`src/rtl/exam1_operand_recover_if.sv`:
```
// Request/response bundle for the exam1 operand-recovery block.
// The master issues a request and consumes the recovered operand; the slave is the block itself.
interface exam1_operand_recover_if #(
    parameter int unsigned WIDTH = 8
);
    logic                 in_valid;
    logic                 in_ready;
    logic [1:0]           ctrl;
    logic [2*WIDTH-1:0]   result;
    logic [WIDTH-1:0]     b;
    logic                 out_valid;
    logic                 out_ready;
    logic [WIDTH-1:0]     a_rec;
    logic                 gt_flag;
    logic                 err;

    modport master (
        output in_valid, ctrl, result, b, out_ready,
        input  in_ready, out_valid, a_rec, gt_flag, err
    );

    modport slave (
        input  in_valid, ctrl, result, b, out_ready,
        output in_ready, out_valid, a_rec, gt_flag, err
    );
endinterface

```
`src/rtl/exam1_operand_recover.sv`:
```
// Recovers operand A of the exam1 unit from its result, ctrl code and operand B.
// ctrl 00 runs a sign-magnitude restoring divider; all other codes resolve in one cycle.
module exam1_operand_recover #(
    parameter int unsigned WIDTH = 8
) (
    input logic                    clk,
    input logic                    rst,
    exam1_operand_recover_if.slave bus
);
    localparam int unsigned RW = 2 * WIDTH;
    localparam int unsigned PW = 2 * WIDTH + 1;
    localparam int unsigned CW = $clog2(PW);
    localparam logic [PW-1:0] QMaxPos = {{(PW - WIDTH + 1){1'b0}}, {(WIDTH - 1){1'b1}}};
    localparam logic [PW-1:0] QMaxNeg = {{(PW - WIDTH){1'b0}}, 1'b1, {(WIDTH - 1){1'b0}}};

    typedef enum logic [1:0] {StIdle, StDiv, StDone} state_e;

    state_e           state_q, state_d;
    logic [PW-1:0]    dvd_q, dvd_d, quo_q, quo_d;
    logic [WIDTH-1:0] dvs_q, dvs_d, rem_q, rem_d;
    logic [CW-1:0]    cnt_q, cnt_d;
    logic             qneg_q, qneg_d;
    logic [WIDTH-1:0] a_q, a_d;
    logic             gt_q, gt_d, err_q, err_d;

    // Single-cycle decode of ctrl 01/10/11 straight off the request
    logic [WIDTH-1:0]     hi, lo, x01;
    logic signed [RW-1:0] b_ext, s11, a11;
    logic                 a11_fits;

    assign hi       = bus.result[RW-1:WIDTH];
    assign lo       = bus.result[WIDTH-1:0];
    assign x01      = lo ^ bus.b;
    assign b_ext    = {{WIDTH{bus.b[WIDTH-1]}}, bus.b};
    assign s11      = $signed(bus.result) >>> 2;
    assign a11      = s11 - b_ext;
    assign a11_fits = (&a11[RW-1:WIDTH-1]) || !(|a11[RW-1:WIDTH-1]);

    logic [WIDTH-1:0] qa;
    logic             qgt, qerr;

    always_comb begin
        qa   = '0;
        qgt  = 1'b0;
        qerr = 1'b0;
        unique case (bus.ctrl)
            2'b00: qerr = 1'b1;  // only reaches here with b == 0
            2'b01: begin
                if (hi != (x01 & bus.b)) qerr = 1'b1;
                else qa = x01;
            end
            2'b10: begin
                if (bus.result == RW'(1)) qgt = 1'b1;
                else if (bus.result != '1) qerr = 1'b1;
            end
            2'b11: begin
                if ((bus.result[1:0] != 2'b00) || !a11_fits) qerr = 1'b1;
                else qa = a11[WIDTH-1:0];
            end
        endcase
    end

    // P = result - 3 carries one extra bit so the subtraction never overflows
    logic signed [PW-1:0] p_val;
    logic [PW-1:0]        p_mag;
    logic [WIDTH-1:0]     b_mag;

    assign p_val = {bus.result[RW-1], bus.result} - PW'(3);
    assign p_mag = p_val[PW-1] ? -p_val : p_val;
    assign b_mag = bus.b[WIDTH-1] ? -bus.b : bus.b;

    logic [WIDTH:0]   rem_sh;
    logic             it_ge;
    logic [WIDTH-1:0] it_rem;
    logic [PW-1:0]    it_quo;

    assign rem_sh = {rem_q, dvd_q[PW-1]};
    assign it_ge  = rem_sh >= {1'b0, dvs_q};
    assign it_rem = it_ge ? WIDTH'(rem_sh - {1'b0, dvs_q}) : rem_sh[WIDTH-1:0];
    assign it_quo = {quo_q[PW-2:0], it_ge};

    // Last iteration is resolved in the same cycle it is computed
    logic             fq_neg, f_err;
    logic [WIDTH-1:0] f_a;

    assign fq_neg = qneg_q && (it_quo != '0);
    assign f_err  = (it_rem != '0) || (fq_neg ? (it_quo > QMaxNeg) : (it_quo > QMaxPos));
    assign f_a    = f_err ? '0 : (fq_neg ? -it_quo[WIDTH-1:0] : it_quo[WIDTH-1:0]);

    always_comb begin
        state_d = state_q;
        dvd_d   = dvd_q;
        dvs_d   = dvs_q;
        rem_d   = rem_q;
        quo_d   = quo_q;
        cnt_d   = cnt_q;
        qneg_d  = qneg_q;
        a_d     = a_q;
        gt_d    = gt_q;
        err_d   = err_q;
        unique case (state_q)
            StIdle: begin
                if (bus.in_valid) begin
                    if ((bus.ctrl == 2'b00) && (bus.b != '0)) begin
                        dvd_d   = p_mag;
                        dvs_d   = b_mag;
                        rem_d   = '0;
                        quo_d   = '0;
                        cnt_d   = '0;
                        qneg_d  = p_val[PW-1] ^ bus.b[WIDTH-1];
                        state_d = StDiv;
                    end else begin
                        a_d     = qa;
                        gt_d    = qgt;
                        err_d   = qerr;
                        state_d = StDone;
                    end
                end
            end
            StDiv: begin
                dvd_d = dvd_q << 1;
                rem_d = it_rem;
                quo_d = it_quo;
                cnt_d = cnt_q + CW'(1);
                if (cnt_q == CW'(PW - 1)) begin
                    a_d     = f_a;
                    gt_d    = 1'b0;
                    err_d   = f_err;
                    state_d = StDone;
                end
            end
            StDone: begin
                if (bus.out_ready) state_d = StIdle;
            end
            default: state_d = StIdle;
        endcase
    end

    always_ff @(posedge clk) begin
        if (rst) begin
            state_q <= StIdle;
            dvd_q   <= '0;
            dvs_q   <= '0;
            rem_q   <= '0;
            quo_q   <= '0;
            cnt_q   <= '0;
            qneg_q  <= 1'b0;
            a_q     <= '0;
            gt_q    <= 1'b0;
            err_q   <= 1'b0;
        end else begin
            state_q <= state_d;
            dvd_q   <= dvd_d;
            dvs_q   <= dvs_d;
            rem_q   <= rem_d;
            quo_q   <= quo_d;
            cnt_q   <= cnt_d;
            qneg_q  <= qneg_d;
            a_q     <= a_d;
            gt_q    <= gt_d;
            err_q   <= err_d;
        end
    end

    assign bus.in_ready  = (state_q == StIdle);
    assign bus.out_valid = (state_q == StDone);
    assign bus.a_rec     = a_q;
    assign bus.gt_flag   = gt_q;
    assign bus.err       = err_q;
endmodule

```
`src/flat_wrapper.sv`:
```
// flat-port wrapper written by rule: the top's interface ports become plain ports
module exam1_operand_recover_flat 
#(
    parameter int unsigned WIDTH = 8
)
  (clk, rst, bus_in_valid, bus_ctrl, bus_result, bus_b, bus_out_ready, bus_in_ready, bus_out_valid, bus_a_rec, bus_gt_flag, bus_err);
  exam1_operand_recover_if #(.WIDTH(WIDTH)) bus_i ();
  input logic clk;
  input logic rst;
  input wire logic [$bits(bus_i.in_valid)-1:0] bus_in_valid;
  input wire logic [$bits(bus_i.ctrl)-1:0] bus_ctrl;
  input wire logic [$bits(bus_i.result)-1:0] bus_result;
  input wire logic [$bits(bus_i.b)-1:0] bus_b;
  input wire logic [$bits(bus_i.out_ready)-1:0] bus_out_ready;
  output wire logic [$bits(bus_i.in_ready)-1:0] bus_in_ready;
  output wire logic [$bits(bus_i.out_valid)-1:0] bus_out_valid;
  output wire logic [$bits(bus_i.a_rec)-1:0] bus_a_rec;
  output wire logic [$bits(bus_i.gt_flag)-1:0] bus_gt_flag;
  output wire logic [$bits(bus_i.err)-1:0] bus_err;
  assign bus_i.in_valid = bus_in_valid;
  assign bus_i.ctrl = bus_ctrl;
  assign bus_i.result = bus_result;
  assign bus_i.b = bus_b;
  assign bus_i.out_ready = bus_out_ready;
  assign bus_in_ready = bus_i.in_ready;
  assign bus_out_valid = bus_i.out_valid;
  assign bus_a_rec = bus_i.a_rec;
  assign bus_gt_flag = bus_i.gt_flag;
  assign bus_err = bus_i.err;
  exam1_operand_recover #(.WIDTH(WIDTH)) u_core (.clk(clk), .rst(rst), .bus(bus_i));
endmodule
```
`config.mk`:
```
export PLATFORM = sky130hd
export DESIGN_NAME = exam1_operand_recover_flat
export DESIGN_NICKNAME = d
export VERILOG_FILES = /design/src/rtl/exam1_operand_recover_if.sv /design/src/rtl/exam1_operand_recover.sv /design/src/flat_wrapper.sv
export SDC_FILE = /design/constraint.sdc
export NUM_CORES = 1
export LEC_CHECK = 0
export BUFFER_PORTS_ARGS = -buffer_cell sky130_fd_sc_hd__buf_2
export CORE_ASPECT_RATIO = 2
export CORE_MARGIN = 2
export CORE_UTILIZATION = 35
export DETAILED_ROUTE_END_ITERATION = 16
export SLEW_MARGIN = 25
export SYNTH_ARGS = -nofsm -noshare
export SYNTH_HDL_FRONTEND = slang
export SYNTH_SLANG_ARGS = --single-unit
```
`constraint.sdc`:
```
create_clock -name clk -period 3 [get_ports clk]
set_input_delay 0.3 -clock clk [delete_from_list [all_inputs] [get_ports clk]]
set_output_delay 0.3 -clock clk [all_outputs]
set_load 0.02 [all_outputs]
```
; ---- Word level (Yosys, flattened, before mapping)
; Cells that the tools add are included.
[classes]
addsub = 7
magnitude_cmp = 3
eq_ne = 14
muxes = 45
bitwise = 3
n_reduce_logical = 20
[op_table]
columns = cell, n
row1 = 2-to-1 mux 8 bit, 11
row2 = 2-to-1 mux 17 bit, 3
row3 = one-hot mux 8 bit (2 select lines), 3
row4 = one-hot mux 17 bit (2 select lines), 1
row5 = 2-to-1 mux 16 bit, 2
row6 = one-hot mux 16 bit (2 select lines), 1
row7 = > comparator 17 x 7 -> 1 bit (second input constant), 1
row8 = > comparator 17 x 8 -> 1 bit (second input constant), 1
row9 = negation 17 bit, 1
row10 = nonzero test 17 bit, 1
row11 = subtractor 16 x 3 -> 17 bit (second input constant), 1
row12 = == test 16 x 1 -> 1 bit (second input constant), 1
row13 = inequality test 16 bit (second input constant), 1
row14 = negation 8 bit, 2
row15 = nonzero test 8 bit, 2
row16 = subtractor 14 x 8 -> 15 bit, 1
row17 = 2-to-1 mux 1 bit, 13
row18 = 2-to-1 mux 5 bit, 2
row19 = one-hot mux 5 bit (2 select lines), 1
row20 = >= comparator 9 x 8 -> 1 bit, 1
row21 = AND reduction 3 bit, 3
row22 = AND reduction 9 bit, 1
row23 = OR reduction 9 bit, 1
row24 = AND 8 bit, 1
row25 = other kinds (20), 36
[totals]
register_bits = 67
input_bits = 30
output_inout_bits = 12
wordCells = 102

; ---- Logic depth before layout (Yosys ltp)
; Gate-level depths: netlist of run 1.
[logic_depth]
ltp_word = 11
depth_mapped = 17
ltp_nobuf = 16

; ---- Worst setup path after synthesis of run 1
; Ideal clock, no wire load.
[synth_path]
path_type = register to register
startpoint = register u_core.dvs_q[1]
endpoint = register u_core.err_q (netlist: u_core.bus.err)
setup_time_ps = 101
arrival_ps = 3180
t_required_ps = 2899
slack_ps = -281
path_stages_with_launch = 16
n_path_buf = 1
period_less_slack_ps = 3281
cell_sequence = dfxtp_1 -> inv_1 -> ha_1 -> nor2b_1 -> o21ai_0 -> a21oi_1 -> o31ai_1 -> nand2_1 -> clkbuf_1 -> ha_1 -> nor4_1 -> o311ai_0 -> a31o_2 -> o2111ai_1 -> nor3_2 -> o41ai_1
[synth_via]
elab_chain_len = 7
word_cells_on_any_way = 12
classes_between = add/sub (1) / order compare (3) / mux (4) / reduce/logical (4)
[synth_rtl]
columns = item, line
row1 = "start, declared", exam1_operand_recover.sv:20  ; logic [WIDTH-1:0] dvs_q, dvs_d, rem_q, rem_d;
row2 = "start signal, assigned", exam1_operand_recover.sv:154  ; dvs_q <= dvs_d;
row3 = "parallel branches: the longest is 4 deep, another holds > comparator 17 x 7 -> 1 bit", --
row4 = logical OR 1 bit (*), exam1_operand_recover.sv:87  ; assign f_err = (it_rem != '0) || (fq_neg ? (it_quo > QMaxNeg) : (it_quo > QMaxPos));
row5 = 2-to-1 mux 1 bit (*), exam1_operand_recover.sv:125  ; if (cnt_q == CW'(PW - 1)) begin
row6 = one-hot mux 1 bit (2 select lines) (*), exam1_operand_recover.sv:101  ; unique case (state_q)
row7 = "end signal, assigned", exam1_operand_recover.sv:161  ; err_q <= err_d;
row8 = "end, declared", exam1_operand_recover.sv:24  ; logic gt_q, gt_d, err_q, err_d;
; Mark *: on every way between the ends. The select of a mux whose other input is x is not followed.
; A chain may end at the register's enable or synchronous reset.

; ---- Final worst setup path of run 1
[layout_path]
startpoint = register u_core.dvs_q[4]
endpoint = register u_core.a_q[3] (netlist: u_core.bus.a_rec[3])
[layout_via]
elab_chain_len = 8
word_cells_on_any_way = 15
classes_between = add/sub (2) / order compare (3) / mux (6) / reduce/logical (4)
[layout_rtl]
columns = item, line
row1 = "parallel branches: the longest is 5 deep, another holds > comparator 17 x 7 -> 1 bit", --
row2 = 2-to-1 mux 8 bit (*), exam1_operand_recover.sv:88  ; assign f_a = f_err ? '0 : (fq_neg ? -it_quo[WIDTH-1:0] : it_quo[WIDTH-1:0]);
row3 = 2-to-1 mux 8 bit (*), exam1_operand_recover.sv:125
row4 = one-hot mux 8 bit (2 select lines) (*), exam1_operand_recover.sv:101
row5 = "end signal, assigned", exam1_operand_recover.sv:148  ; a_q <= '0;
row6 = "end signal, assigned", exam1_operand_recover.sv:159  ; a_q <= a_d;
row7 = "end, declared", exam1_operand_recover.sv:23  ; logic [WIDTH-1:0] a_q, a_d;
; Marked as above.

==> flow_metrics.py, run 1 <==
metrics = {
    "clock_tree": {
        "cts.path.max_buffers": 2,
        "cts.sinks": 67,
        "insertion_delay_ns": 0.34,
        "cts_made_buffers": 9,
        "cts_tree": "yes",
        "clkTransAtPathRegs_ns": 0.06,
        "htree_num_levels": 3,
        "cts-root-buf": "clkbuf_16",
    },
    "grt": {
        "grt_usage": 0.212,
        "grt_max_degree": 50,
        "grt_pass1_vias": 5635,
        "grt_pass1_wl_um": 28200,
        "grt_overflow": 0,
        "antenna_found_initial": 0,
    },
    "synth": {
        "synth_area_mm2": 0.00551,
        "postSynth.asyncResetShare": 0,
        "netlist.area_leader.share": 0.243,
        "yosys.cell_count.top_type": "nor2_1",
        "ys_seq_elements": 67,
        "synth_warnings": 0,
        "synthTopCellsByArea": "dfxtp_1, ha_1, nor2_1",
        "ys_types": 72,
        "synth_commonest_cells": "nor2_1, dfxtp_1, a21oi_1",
        "seq_area_frac_synth": 0.243,
        "syn_avg_cell_area_um2": 7.62,
        "syn_inst": 723,
        "synth_largest_area_cell": "dfxtp_1",
        "synth_fp_nets": 793,
        "ys.flop_type": "dfxtp_1",
        "synth_edf_count": 0,
    },
    "final_layout": {
        "drive_above_1_share": 0.244,
        "fill_cells": 1564,
        "stdcell_area_mm2": 0.00710,
        "area_growth_pct": 28.8,
        "num_antenna_cells": 0,
        "finalNetCount": 896,
    },
    "sta": {
        "max_slew_margin": 0.614,
        "fin_ws_ns": 0.143,
        "drv_slew": 0,
        "finalCritPeriodShare": 0.952,
        "worst_slew_pin_slew_ns": 0.579,
        "fin_crit_ns": 2.86,
        "tns_ns": 0,
        "setup_viol": 0,
        "hold_ws_ns": 0.301,
        "hold_viol": 0,
        "fmax_ghz": 0.350,
        "finClkSkew_ns": 0.00490,
    },
    "run_status": {
        "run_status": "finished clean",
    },
    "min_path": {
        "hold_path_depth": 3,
        "hold_end": "u_core.state_q[0]$_SDFFE_PP0P_",
        "min_path_type": "in -> reg",
        "hold_start": "bus_out_ready",
    },
    "setup_path": {
        "start_kind": "flop",
        "endpoint_kind": "flop",
        "worstPathArrival_ns": 3.08,
        "path_max_fanout": 4,
        "crit_type": "reg -> reg",
        "r2r_cells": 16,
        "required_ns": 3.22,
        "r2r_end": "u_core.bus.a_rec[3]$_SDFFE_PP0P_",
        "worstReg2RegStart": "u_core.dvs_q[4]$_SDFFE_PP0P_",
        "rrSetupSlack_ns": 0.14,
    },
    "placement": {
        "dp_slack_ns": -0.154,
        "gp_congestion": 0.953,
        "dp_hpwl_um": 14200,
        "place_area_mm2": 0.00651,
        "port_buffers": 41,
    },
    "routing": {
        "drtAntennaViolNets": 0,
        "drtIter0Drc": 274,
        "wl_um": 17800,
        "avgViaCountPerCell": 5.58,
        "drt-pass1-iter-count": 5,
        "wl_per_cell_um": 17.3,
        "dr_total_vias": 5745,
        "route.detailed.drc": 0,
    },
    "power": {
        "p_per_area_mw_per_mm2": 469,
        "leakagePower_nw": 2.80,
        "peakVddDrop_uv": 296,
    },
    "die": {
        "die_h_um": 181,
        "start_util": 0.358,
        "io_pins": 42,
        "die_w_um": 92.7,
        "fp.dieArea_mm2": 0.0168,
        "rows": 64,
        "core_mm2": 0.0154,
    },
    "job": {
        "drv_cap": 0,
    },
}
-- layout make-up --
type | instances | area, µm² | share of cell area
Clock buffer | 10 | 229 | 0.0323
Clock inverter | 6 | 136 | 0.0192
Inverter | 38 | 143 | 0.0201
Multi-Input combinational cell | 580 | 4090 | 0.576
Sequential cell | 67 | 1350 | 0.190
Tap cell | 198 | 248 | 0.0349
Timing Repair Buffer | 130 | 906 | 0.128
-- how the worst max path moves through the flow --
stage / start / endpoint
floorplan: bus_result[2] / u_core.bus.a_rec[2]$_SDFFE_PP0P_
global placement: u_core.dvs_q[4]$_SDFFE_PP0P_ / u_core.bus.err$_SDFFE_PP0P_
detailed placement: u_core.dvs_q[4]$_SDFFE_PP0P_ / u_core.bus.err$_SDFFE_PP0P_
CTS: u_core.dvs_q[1]$_SDFFE_PP0P_ / u_core.bus.a_rec[3]$_SDFFE_PP0P_
global route: u_core.dvs_q[1]$_SDFFE_PP0P_ / u_core.bus.a_rec[2]$_SDFFE_PP0P_
finish: u_core.dvs_q[4]$_SDFFE_PP0P_ / u_core.bus.a_rec[3]$_SDFFE_PP0P_
-- where the power goes --
group	total [mW]	internal [mW]	switching (mW)	leakage [nW]
sequential	0.956	0.927	0.0290	0.547
combinational	1.07	0.465	0.607	2.08
clock	1.30	0.899	0.402	0.173
total	3.33	2.29	1.04	2.80
-- worst max-delay path, stage by stage (launching register included) --
cell,delay (ns)
dfxtp_2,0.34
inv_2,0.04
ha_4,0.22
a21oi_4,0.15
nor2_1,0.05
o21a_1,0.19
o31ai_2,0.24
nand2_2,0.16
ha_4,0.19
nor4_4,0.15
o311ai_1,0.15
a31o_2,0.28
o2111ai_4,0.12
nor3_4,0.07
buf_6,0.16
a31oi_4,0.14
o31ai_1,0.08
-- logic make-up after synthesis --
| kind of cell | after synthesis | synth area share |
|---|---|---|
| buf+inv | 76 | 0.0552 |
| compound gates | 209 | 0.267 |
| fa+ha+maj | 40 | 0.0936 |
| simple gates | 271 | 0.245 |
| mux | 3 | 0.00568 |
| flops | 67 | 0.243 |
| xor+xnor | 57 | 0.0906 |
-- what timing repair did --
| item | in CTS | in global routing |
|---|---|---|
| hold buffers | 0 | 0 |
| gates resized for setup | 23 | 19 |
| endpoints found under the setup margin | 9 | 9 |
| buffers inserted | 3 | 2 |
| pin swaps | 14 | 16 |
-- layer usage --
| layer | GRT usage | share of wire | up-vias |
|---|---|---|---|
| met1 | 0.207 | 0.36 | 2698 |
| met4 | 0.128 | 0.062 | 0 |
| li1 | - | - | 2853 |
| met5 | 0 | 0 | - |
| met3 | 0.0166 | 0.026 | 56 |
| met2 | 0.417 | 0.55 | 138 |
-- metrics by stage --
| step | power, mW | util | instances |
|---|---|---|---|
| final | 3.33 | 0.462 | 1029 |
| after global routing | 3.48 | 0.462 | 1029 |
| after CTS | 3.30 | 0.456 | 1027 |
| after detailed placement | 1.95 | 0.424 | 1008 |
| after global placement | 1.95 | 0.424 | 1008 |
| after floorplan | 1.58 | - | 723 |
-- state kept, by name (all words and copies together) (netlist names), 2 cells and up --
register / flops
u_core.bus.a_rec: 8
u_core.cnt_q: 5
u_core.dvd_q: 17
u_core.dvs_q: 8
u_core.quo_q: 16
u_core.rem_q: 8
u_core.state_q: 2
-- cells in the final DEF (no fill, tap or decap), types with 24 or more instances in the layout --
cell type,n
nor2_1,100
nor3_1,25
buf_2,41
nand2_1,44
ha_1,31
inv_1,34
a21oi_1,51
a22oi_1,24
dfxtp_1,61
xnor2_1,42
buf_4,85
(Power assumes the default switching activity.)
==> run 2: changes to the inputs <==
==> constraint.sdc (replaced) <==
create_clock -name clk -period 2.3 [get_ports clk]
set_input_delay 0.23 -clock clk [delete_from_list [all_inputs] [get_ports clk]]
set_output_delay 0.23 -clock clk [all_outputs]
set_load 0.02 [all_outputs]
==> flow_metrics.py, run 2 (synthesis results as in run 1) <==
metrics = {
    "setup_path": {
        "path_buf_inv": 3,
        "worstPathArrival_ns": 3.12,
        "path_max_fanout": 7,
        "endpoint_kind": "flop",
        "required_ns": 2.54,
        "crit_type": "reg -> reg",
        "path_cells": "inv_1, ha_1, nand4_1, o21ai_1, inv_1, nand2_2, inv_2, ha_4, a31oi_1, a31o_2, o2111ai_4, nor3_4, a31oi_1, o31ai_1",
        "start_kind": "flop",
        "critPathTopFamily": "compound AO/OA/AOI/OAI gates",
        "slowest_delay_ns": 0.37,
        "cp_slowest_cell": "dfxtp_1",
    },
    "sta": {
        "tns_ns": -8.52,
        "fin_ws_ns": -0.573,
        "finClkSkew_ns": 0.00660,
        "rsz0062_at_grt": "true",
        "drv_slew": 0,
        "finalCritPeriodShare": 1.25,
        "hold_viol": 0,
        "fmax_ghz": 0.348,
        "hold_ws_ns": 0.240,
        "max_slew_margin": 0.614,
        "setup_viol": 54,
        "fin_crit_ns": 2.87,
        "worst_slew_pin_slew_ns": 0.576,
    },
    "final_layout": {
        "finalNetCount": 1014,
        "layout_commonest_cell": "buf_4",
        "area_growth_pct": 53.2,
        "multi_input_area_mm2": 0.00444,
        "drive_above_1_share": 0.399,
        "reg_top3": "u_core.dvd_q: 17 flops, u_core.quo_q: 16 flops",
        "fin_util": 0.549,
        "num_antenna_cells": 0,
        "seq_area_mm2": 0.00135,
        "regMostFlops": "u_core.dvd_q",
        "fill_cells": 1489,
        "layout_common_cells": "buf_4, nor2_1, dfxtp_1, a21oi_1, nand2_1",
        "stdcell_area_mm2": 0.00844,
        "largest_reg_flops": 17,
    },
    "power": {
        "leakagePower_nw": 3.47,
        "peakVddDrop_uv": 337,
        "p_per_area_mw_per_mm2": 524,
        "power.total_mw": 4.43,
    },
    "routing": {
        "avgViaCountPerCell": 5.55,
        "wl_per_cell_um": 17.7,
        "dr_total_vias": 6363,
        "drt-pass1-iter-count": 5,
        "drtAntennaViolNets": 0,
        "drtIter0Drc": 369,
        "wl_um": 20300,
        "route.detailed.drc": 0,
    },
    "clock_tree": {
        "cts-root-buf": "clkbuf_16",
        "cts_tree": "yes",
        "htree_num_levels": 3,
        "insertion_delay_ns": 0.34,
        "cts.path.max_buffers": 2,
        "cts_made_buffers": 9,
        "cts.sinks": 67,
        "clkTransAtPathRegs_ns": 0.06,
    },
    "placement": {
        "gp_congestion": 0.911,
        "port_buffers": 41,
        "dp_hpwl_um": 15200,
        "place_area_mm2": 0.00729,
    },
    "grt": {
        "grt_overflow": 0,
        "antenna_found_initial": 0,
        "met1_usage": 0.228,
        "grt_pass1_vias": 6094,
        "grt_pass1_wl_um": 30200,
        "grt_usage": 0.226,
        "use_met2": 0.442,
        "grt_max_degree": 52,
        "grt-busiest-layer": "met2",
        "use_met3": 0.0137,
    },
    "job": {
        "drv_cap": 0,
    },
    "run_status": {
        "violations": "setup timing",
        "run_status": "finished, violations left",
    },
    "die": {
        "rows": 64,
        "die_w_um": 92.7,
        "fp.dieArea_mm2": 0.0168,
        "io_pins": 42,
        "core_mm2": 0.0154,
        "die_h_um": 181,
        "start_util": 0.358,
    },
    "min_path": {
        "min_path_type": "in -> reg",
    },
}
[run 2: changes by cell type in the layout (fill, tap and decap cells not counted), sizes merged]
cell      before  now
and3           5    7
clkinv         1    2
clkbuf        10   15
buf          130  241
bufinv         4    2
clkinvlp       1    2
[run 2: final timing paths]
kind | to | slack, ns | startpoint | depth (start not counted)
setup / recovery | u_core.bus.a_rec[3]$_SDFFE_PP0P_ | -0.57 | u_core.dvs_q[7]$_SDFFE_PP0P_ | 14
hold / removal | u_core.state_q[0]$_SDFFE_PP0P_ | 0.24 | bus_out_ready | 3
setup reg to reg | u_core.bus.a_rec[3]$_SDFFE_PP0P_ | -0.57 | u_core.dvs_q[7]$_SDFFE_PP0P_ | 14
hold reg to reg | u_core.bus.gt_flag$_SDFFE_PP0P_ | 0.49 | u_core.bus.gt_flag$_SDFFE_PP0P_ | 2
[run 2: routing by layer]
| metal | share of wire | up-vias |
|---|---|---|
| met5 | 0 | - |
| met4 | 0.055 | 0 |
| met3 | 0.022 | 57 |
| met2 | 0.56 | 158 |
| met1 | 0.36 | 3042 |
| li1 | - | 3106 |
[run 2: timing repair]
action | 4_1_cts | 5_1_grt
setup buffers | 3 | 18
gates resized for setup | 27 | 99
hold buffers | 0 | 0
setup endpoints to repair | 45 | 65
gates cloned | 0 | 9
pin swaps | 22 | 56
[run 2: area by class of cell]
type                            count  area share
Multi-Input combinational cell    582       0.526
Timing Repair Buffer              246       0.230
Sequential cell                    67       0.159
Tap cell                          198      0.0293
Clock buffer                       10      0.0271
Inverter                           38      0.0175
Clock inverter                      6      0.0105
[run 2: worst reg2reg max path, delay by kind of cell (launching register included)]
kind,cells,cell delay (ns)
adders and majority gates,2,0.53
buffers and inverters,3,0.26
and+or+nand+nor,3,0.66
DFF,1,0.37
AOI/OAI and AO/OA,6,0.98
[run 2: stage by stage]
stage          worst slack, ns  cells
3_3_place_gp            -0.644   1101
5_1_grt                 -0.660   1147
3_5_place_dp            -0.669   1101
4_1_cts                 -0.528   1120
6_report                -0.573   1147
2_1_floorplan           -0.580    723
[run 2: where the power goes]
group / total (mW) / internal (mW) / leakage [nW] / switching (mW)
registers: 1.25 / 1.21 / 0.546 / 0.0367
clock network: 1.49 / 0.951 / 0.149 / 0.539
logic: 1.69 / 0.803 / 2.77 / 0.890
==> run 3: changes to the inputs <==
--- a/config.mk
+++ b/config.mk
@@ -6,8 +6,7 @@
 export NUM_CORES = 1
 export LEC_CHECK = 0
 export BUFFER_PORTS_ARGS = -buffer_cell sky130_fd_sc_hd__buf_2
-export CORE_ASPECT_RATIO = 2
-export CORE_MARGIN = 2
+export CORE_ASPECT_RATIO = 0.8
 export CORE_UTILIZATION = 35
 export DETAILED_ROUTE_END_ITERATION = 16
 export SLEW_MARGIN = 25
==> constraint.sdc (replaced) <==
create_clock -name clk -period 3.35 [get_ports clk]
set_input_delay 0.335 -clock clk [delete_from_list [all_inputs] [get_ports clk]]
set_output_delay 0.335 -clock clk [all_outputs]
set_load 0.02 [all_outputs]
==> flow_metrics.py, run 3 (synthesis results as in run 1) <==
metrics = {
    "run_status": {
        "run_status": "finished clean",
    },
    "clock_tree": {
        "cts.sinks": 67,
        "cts_made_buffers": 9,
        "cts_tree": "yes",
        "holdBufCountCts": 0,
        "insertion_delay_ns": 0.34,
        "clkTransAtPathRegs_ns": 0.06,
        "htree_num_levels": 3,
        "cts.path.max_buffers": 2,
        "cts-root-buf": "clkbuf_16",
    },
    "final_layout": {
        "largest_reg_flops": 17,
        "fin_util": 0.426,
        "reg_top3": "u_core.dvd_q: 17 flops, u_core.quo_q: 16 flops",
        "layout_common_cells": "nor2_1, dfxtp_1, a21oi_1, nand2_1, xnor2_1",
        "num_antenna_cells": 0,
        "regMostFlops": "u_core.dvd_q",
        "fill_cells": 1606,
        "area_growth_pct": 17.6,
        "final_cells": 992,
        "layout_commonest_cell": "nor2_1",
        "finalNetCount": 847,
        "drive_above_1_share": 0.162,
    },
    "placement": {
        "dp.cells": 975,
        "port_buffers": 41,
        "gp_congestion": 0.881,
        "dp_hpwl_um": 12600,
    },
    "sta": {
        "max_slew_margin": 0.452,
        "finClkSkew_ns": 0.00550,
        "hold_viol": 0,
        "worst_slew_pin_slew_ns": 0.822,
        "finalCritPeriodShare": 0.926,
        "tns_ns": 0,
        "drv_slew": 0,
        "fin_crit_ns": 3.10,
        "fmax_ghz": 0.322,
        "setup_viol": 0,
    },
    "die": {
        "io_pins": 42,
        "rows": 40,
        "core_mm2": 0.0152,
        "die_w_um": 142,
        "start_util": 0.362,
        "fp.dieArea_mm2": 0.0163,
        "die_h_um": 114,
    },
    "power": {
        "peakVddDrop_uv": 224,
        "leakagePower_nw": 2.49,
        "p_per_area_mw_per_mm2": 405,
    },
    "job": {
        "drv_cap": 0,
    },
    "grt": {
        "grt_overflow": 0,
        "grt_pass1_vias": 4949,
        "grt_max_degree": 46,
        "grt_pass1_wl_um": 26200,
        "antenna_found_initial": 0,
        "grt_usage": 0.207,
    },
    "setup_path": {
        "rrSetupSlack_ns": 0.25,
        "start_kind": "flop",
        "endpoint_kind": "flop",
        "required_ns": 3.53,
        "path_max_fanout": 4,
        "cp_common_cell": "ha_1",
        "path_cells": "inv_1, ha_1, nor2b_2, o21ai_2, a21oi_2, o31ai_2, nand2_1, ha_1, nor4_2, o311ai_1, a31o_2, o2111ai_2, nor2_1, a211oi_1, nor4_1",
        "crit_type": "reg -> reg",
        "worstPathArrival_ns": 3.28,
        "slowest_delay_ns": 0.37,
        "cp_slowest_cell": "dfxtp_1",
    },
    "routing": {
        "wl_per_cell_um": 16.4,
        "drt-met1-wl_um": 8530,
        "wl_met2_um": 6530,
        "highest_layer": "met4",
        "wl_um": 16300,
        "route.detailed.drc": 0,
        "dr_total_vias": 5515,
        "drtIter0Drc": 604,
        "drtAntennaViolNets": 0,
        "drt-pass1-iter-count": 5,
        "dr_wl_met3_um": 1000,
        "avgViaCountPerCell": 5.56,
    },
    "min_path": {
        "min_path_type": "in -> reg",
    },
}
[run 3: changes by cell type in the layout (fill, tap and decap cells not counted), sizes merged]
cell,before,now
clkinvlp,2,4
bufinv,2,1
buf,241,81
clkbuf,15,10
inv,38,37
and3,7,5
[run 3: final timing paths]
kind,startpoint,cells past startpoint,endpoint
setup reg to reg,u_core.dvs_q[1]$_SDFFE_PP0P_,15,u_core.bus.a_rec[5]$_SDFFE_PP0P_
setup / recovery,u_core.dvs_q[1]$_SDFFE_PP0P_,15,u_core.bus.a_rec[5]$_SDFFE_PP0P_
hold / removal,bus_out_ready,3,u_core.state_q[0]$_SDFFE_PP0P_
hold reg to reg,u_core.dvs_q[7]$_SDFFE_PP0P_,2,u_core.dvs_q[7]$_SDFFE_PP0P_
[run 3: power breakdown]
group	switching [mW]	internal (mW)
logic	0.487	0.324
clock network	0.362	0.594
registers	0.0282	0.830
total	0.877	1.75
[run 3: area by class of cell]
| class | instances | area [µm²] | share of cell area |
|---|---|---|---|
| Multi-Input combinational cell | 580 | 3910 | 0.603 |
| Timing Repair Buffer | 81 | 518 | 0.0800 |
| Clock buffer | 10 | 239 | 0.0369 |
| Inverter | 38 | 143 | 0.0220 |
| Clock inverter | 6 | 65.1 | 0.0100 |
| Tap cell | 210 | 263 | 0.0406 |
| Sequential cell | 67 | 1340 | 0.207 |
[run 3: critical path, delay by kind of cell (launching register included)]
kind | cells | cell delay [ns]
fa+ha+maj | 2 | 0.50
buf+inv | 1 | 0.06
flops | 1 | 0.37
simple gates | 5 | 0.73
compound gates | 7 | 1.29
[run 3: layer usage]
metal,vias up,global-route usage
met5,-,0
met4,0,0.0509
met3,20,0.0414
met2,158,0.300
met1,2579,0.308
li1,2758,-
[run 3: stage by stage]
step                      cell area [µm²]  hold WS (ns)  power (mW)  setup WS (ns)
final                                6480         0.303        2.62          0.246
after global routing                 6480         0.311        2.77       -0.00103
after CTS                            6440         0.299        2.61         0.0238
after detailed placement             6120         0.469        1.65        -0.0703
after global placement               6120         0.459        1.65          0.121
after floorplan                      5510         0.446        1.39         0.0687
[run 3: timing repair]
| item | CTS | global route |
|---|---|---|
| pin swaps | 1 | 2 |
| endpoints found under the hold margin | 0 | 0 |
| buffers inserted | 1 | 0 |
| endpoints found under the setup margin | 9 | 9 |
| gates cloned | 0 | 0 |
| resized for setup | 2 | 11 |
